<file path="src/rtl/fir_ctrl.sv">
`default_nettype none
// ============================================================================
// Module  : fir_ctrl
// Brief   : 4-phase FIR MAC schedule controller with a saturating sample count.
// Revision: 1.0 - initial release
// ============================================================================
module fir_ctrl (
    input  logic       clk,
    input  logic       rst_n,
    input  logic       vin,
    output logic       ready,
    input  logic       clr,
    input  logic       y_rdy,
    output logic       x_clr,
    output logic       shift,
    output logic [1:0] ctrl_1,
    output logic       y_clr,
    output logic       y_en,
    output logic       valid,
    output logic       primed
);

    typedef enum logic [2:0] {
        S_INIT = 3'd0,
        S_IDLE = 3'd1,
        S_MAC0 = 3'd2,
        S_MAC1 = 3'd3,
        S_MAC2 = 3'd4,
        S_OUT  = 3'd5
    } state_t;

    localparam logic [3:0] C_COUNT_MAX = 4'd8;

    state_t     state_q, state_d;
    logic [3:0] count_q, count_d;

    always_ff @(posedge clk or negedge rst_n) begin
        if (!rst_n) begin
            state_q <= S_INIT;
            count_q <= 4'd0;
        end else begin
            state_q <= state_d;
            count_q <= count_d;
        end
    end

    always_comb begin
        state_d = state_q;
        count_d = count_q;
        ready   = 1'b0;
        x_clr   = 1'b0;
        shift   = 1'b0;
        ctrl_1  = 2'd0;
        y_clr   = 1'b0;
        y_en    = 1'b0;
        valid   = 1'b0;

        // Soft clear overrides everything except INIT, which already clears.
        if (clr && (state_q != S_INIT)) begin
            x_clr   = 1'b1;
            state_d = S_IDLE;
            count_d = 4'd0;
        end else begin
            case (state_q)
                S_INIT: begin
                    x_clr   = 1'b1;
                    state_d = S_IDLE;
                end
                S_IDLE: begin
                    ready = 1'b1;
                    if (vin) begin
                        shift   = 1'b1;
                        state_d = S_MAC0;
                        if (count_q != C_COUNT_MAX) begin
                            count_d = count_q + 4'd1;
                        end
                    end
                end
                S_MAC0: begin
                    ctrl_1  = 2'd0;
                    y_clr   = 1'b1;
                    state_d = S_MAC1;
                end
                S_MAC1: begin
                    ctrl_1  = 2'd1;
                    y_en    = 1'b1;
                    state_d = S_MAC2;
                end
                S_MAC2: begin
                    ctrl_1  = 2'd2;
                    y_en    = 1'b1;
                    state_d = S_OUT;
                end
                S_OUT: begin
                    ctrl_1 = 2'd3;
                    valid  = 1'b1;
                    if (y_rdy) begin
                        state_d = S_IDLE;
                    end
                end
                default: begin
                    state_d = S_INIT;
                end
            endcase
        end
    end

    assign primed = (count_q == C_COUNT_MAX);

endmodule
`default_nettype wire

</file>
<file path="config.mk">
export PLATFORM = sky130hd
export DESIGN_NAME = fir_ctrl
export DESIGN_NICKNAME = d
export VERILOG_FILES = /design/src/rtl/fir_ctrl.sv
export SDC_FILE = /design/constraint.sdc
export NUM_CORES = 1
export LEC_CHECK = 0
export ABC_AREA = 1
export CAP_MARGIN = 20
export CORE_AREA = 5 5 42 44
export CTS_BUF_LIST = sky130_fd_sc_hd__clkbuf_4
export CTS_CLUSTER_SIZE = 25
export DETAILED_ROUTE_END_ITERATION = 6
export DIE_AREA = 0 0 47 49
export GPL_ROUTABILITY_DRIVEN = 0
export GPL_TIMING_DRIVEN = 1
export HOLD_SLACK_MARGIN = 0.08
export REMOVE_ABC_BUFFERS = 1
export SYNTH_ARGS = -nofsm -noshare
export SYNTH_HDL_FRONTEND = slang
export SYNTH_SLANG_ARGS = --single-unit
</file>
<file path="constraint.sdc">
create_clock -name clk -period 2.18 [get_ports clk]
set_input_delay 0.327 -clock clk [delete_from_list [all_inputs] [get_ports clk]]
set_output_delay 0.327 -clock clk [all_outputs]
set_load 0.01 [all_outputs]
</file>
==> run summary <==
==================================================================================
Cell Count Post-Placement                                                       99
Path type of the worst min-delay path                                     in2async
Type of element capturing the critical path                            output port
Finished Layout Cells                                                          103
Number of remaining DRC errors                                                   0
Inserted Diodes                                                                  0
Critical R2R Launch                                                   count_q[0]$_DFFE_PN0P_
Post-synth top area share                                                    37.8%
Proportion of layout cells with a drive suffix above 1                       9.20%
Longest individual stage delay on the worst path                           0.57 ns
Combined area of all synthesized cells                                   463 sq um
Post-CTS Setup Inserts                                                           0
Number of global-route vias before repair                                      410
Placeable core region                                                 0.00140 sq mm
Final global-route overflow total                                                0
Number of I/O port buffers                                                      13
Layout Skew                                                             0.00184 ns
Cell count of the worst reg-to-reg path                                          8
Critical Path Sink                                                       ctrl_1[0]
Max-slew violation total from the final report                                   0
Avg Inst Size Synth                                                     6.71 sq um
Worst Max-Slew Pin Slew                                                   0.320 ns
Top fanout value on the critical path                                            4
Sequential cell area fraction in the yosys report                            37.8%
DR iter-0 viols                                                                  6
Drt first pass iters                                                             4
Slowest stage cell, crit path                                         sky130_fd_sc_hd__clkdlybuf4s50_1
Post-Route WL                                                          992 microns
Final hold vios                                                                  0
Clock root buffer                                                     sky130_fd_sc_hd__clkbuf_4
Power, Total                                                                661 uW
DIE WIDTH                                                               47 microns
Worst-case register-to-register setup slack                                0.95 ns
Flop and latch count out of synthesis                                            7
Unrepaired setup endpoints after global routing                              false
Total GRT Usage                                                              10.2%
Area enclosed by the die boundary                                     0.00230 sq mm
Family of cells with the greatest summed delay on the critical path   buffers and inverters
Worst vdd ir                                                              0.447 mV
Synthesis-to-finish area growth                                              41.4%
Row cnt                                                                         14
MaxCap Viol Count                                                                0
Layout Nets                                                                     95
Final HPWL from detailed placement                                     809 microns
Setup TNS                                                                     0 ns
Y dimension of the die                                                  49 microns
Clock insertion delay at the later pin of the skew report                  0.24 ns
Number of vias in the routed layout                                            466
Worst Hold Margin                                                         0.341 ns
Cell repeated most along the worst path                               sky130_fd_sc_hd__clkdlybuf4s50_1
Static power due to leakage                                            0.000339 uW
Remaining number of nets flagged by the antenna check after routing              0
TritonCTS Sinks                                                                  7
Routed len/inst                                                       9.63 microns
I/O pin total                                                                   14
Crit. Startpoint                                                               clr
CTS H-tree lvls                                                                  1
Arrival @ worst endpoint                                                   1.79 ns
Clock transition at the registers of the reported paths                    0.05 ns
Number of buffers created by CTS                                                 3
Maximum frequency from static timing analysis                              473 MHz
First-pass GRT wire length                                                 1.71 mm
TritonCTS clock tree                                                           yes
Post-route fraction of the period consumed by the critical path              97.0%
Worst Path Class, Setup                                                     in2out
Series of cell instances along the critical path                      clkdlybuf4s50_1, inv_1, nand3_1, o21ai_0, clkdlybuf4s50_1
Initial antenna violation count                                                  0
Kind of launch point of the worst setup path                          primary input
Required time of the critical path                                         1.85 ns
Count of cell types in the netlist                                              12
Pin count of the biggest net entering global routing                             8
Run status                                                            finished clean
Initial Utilization                                                          33.0%
Gate count of the mapped netlist                                                69
Max_slew headroom                                                            78.6%
Vias per Instance                                                             4.52
Setup-failing EPs final                                                          0
Shortest clock period the worst path allows after layout                   2.11 ns
Critical Path Stages                                                             5
Destination of the worst register-to-register timing path             count_q[2]$_DFFE_PN0P_
Ranking of synthesized cells by area                                  sky130_fd_sc_hd__dfrtp_1 38%, sky130_fd_sc_hd__nand2_1 14%, sky130_fd_sc_hd__inv_1 13%
Count of yosys warnings during synthesis                                         0
Synth area leader                                                     sky130_fd_sc_hd__dfrtp_1
Buf/Inv on CP                                                                    3
Maximum clock insertion buffer count                                             2
Power density over the cells                                          1010 mW/mm^2
==================================================================================
-- stage by stage --
stage	util, %	setup WS [ns]	area, sq um
after floorplan	-	0.917	463
after detailed placement	44.3	0.0585	621
after global placement	44.3	0.0866	621
after CTS	46.4	0.0363	651
after global routing	46.7	0.00403	654
final	46.7	0.0658	654
-- worst min-delay path by stage --
| stage | end | cells after the start | startpoint |
|---|---|---|---|
| finish | count_q[3]$_DFFE_PN0P_ | 1 | rst_n |
| global route | count_q[1]$_DFFE_PN0P_ | 1 | rst_n |
| CTS | state_q[0]$_DFFE_PN0P_ | 1 | rst_n |
| detailed placement | count_q[1]$_DFFE_PN0P_ | 2 | count_q[1]$_DFFE_PN0P_ |
| global placement | count_q[0]$_DFFE_PN0P_ | 2 | count_q[0]$_DFFE_PN0P_ |
| floorplan | count_q[0]$_DFFE_PN0P_ | 0 | rst_n |
-- worst reg2reg max path, cell delays in order (launching register included) --
cell and delay (ns):
sky130_fd_sc_hd__dfrtp_1 0.38, sky130_fd_sc_hd__inv_1 0.08, sky130_fd_sc_hd__ha_1 0.19, sky130_fd_sc_hd__nand3_1 0.10, sky130_fd_sc_hd__buf_4 0.15, sky130_fd_sc_hd__nand3_1 0.08
sky130_fd_sc_hd__nand2_1 0.06, sky130_fd_sc_hd__inv_1 0.03, sky130_fd_sc_hd__nor2_1 0.08
-- sequential cells by signal (all words and copies together) (netlist names) --
register  flops
count_q       4
state_q       3
-- kinds of logic after synthesis --
logic type      Yosys count  share of synthesized area (%)
simple gates             39                           38.4
buf+inv                  16                           13.0
compound gates            5                           5.40
fa+ha+maj                 2                           5.40
flops                     7                           37.8
-- routing by layer --
layer	GRT usage, %	share of wire [%]	up-vias
met5	0	0	-
met4	2.76	0	0
met3	6.64	6.4	0
met2	12.7	42	11
met1	14.3	52	203
li1	-	-	252
-- what timing repair did --
item,4_1_cts,5_1_grt
hold buffers,0,0
setup endpoints to repair,0,1
gates resized for setup,0,2
-- placed cells by master, fill, tap and decap left out --
cell type                         Yosys  layout
sky130_fd_sc_hd__nand2_1             17      17
sky130_fd_sc_hd__inv_1               16      16
sky130_fd_sc_hd__clkdlybuf4s50_1      0      13
sky130_fd_sc_hd__nand3_1              7       7
sky130_fd_sc_hd__nor2_1               7       7
sky130_fd_sc_hd__dfrtp_1              7       7
sky130_fd_sc_hd__nand4_1              4       4
sky130_fd_sc_hd__clkbuf_4             0       4
sky130_fd_sc_hd__o21ai_0              3       2
sky130_fd_sc_hd__nor3_1               2       2
sky130_fd_sc_hd__a21oi_1              2       2
sky130_fd_sc_hd__ha_1                 2       2
sky130_fd_sc_hd__o21ai_2              0       1
sky130_fd_sc_hd__nand2_2              1       1
sky130_fd_sc_hd__nor2_4               1       1
sky130_fd_sc_hd__buf_4                0       1
-- Yosys cell counts --
cell                      instances
sky130_fd_sc_hd__nand2_1         17
sky130_fd_sc_hd__nand3_1          7
sky130_fd_sc_hd__ha_1             2
sky130_fd_sc_hd__nor2_1           7
sky130_fd_sc_hd__inv_1           16
sky130_fd_sc_hd__nand2_2          1
sky130_fd_sc_hd__nor3_1           2
sky130_fd_sc_hd__nand4_1          4
sky130_fd_sc_hd__nor2_4           1
sky130_fd_sc_hd__dfrtp_1          7
sky130_fd_sc_hd__o21ai_0          3
sky130_fd_sc_hd__a21oi_1          2
-- area by class of cell --
| type | count | area (sq um) |
|---|---|---|
| Multi-Input combinational cell | 46 | 231 |
| Sequential cell | 7 | 175 |
| Tap cell | 16 | 20.0 |
| Inverter | 16 | 60.1 |
| Clock buffer | 4 | 30.0 |
| Timing Repair Buffer | 14 | 138 |
| Fill cell | 151 | 747 |
-- report_power, final --
part / internal [uW] / switching [uW] / leakage (uW) / total [uW]
logic: 141 / 182 / 0.000229 / 323
registers: 169 / 42.5 / 0.0000922 / 212
clock network: 82.0 / 44.1 / 0.0000184 / 126
Power figures use the tool's default switching activity.
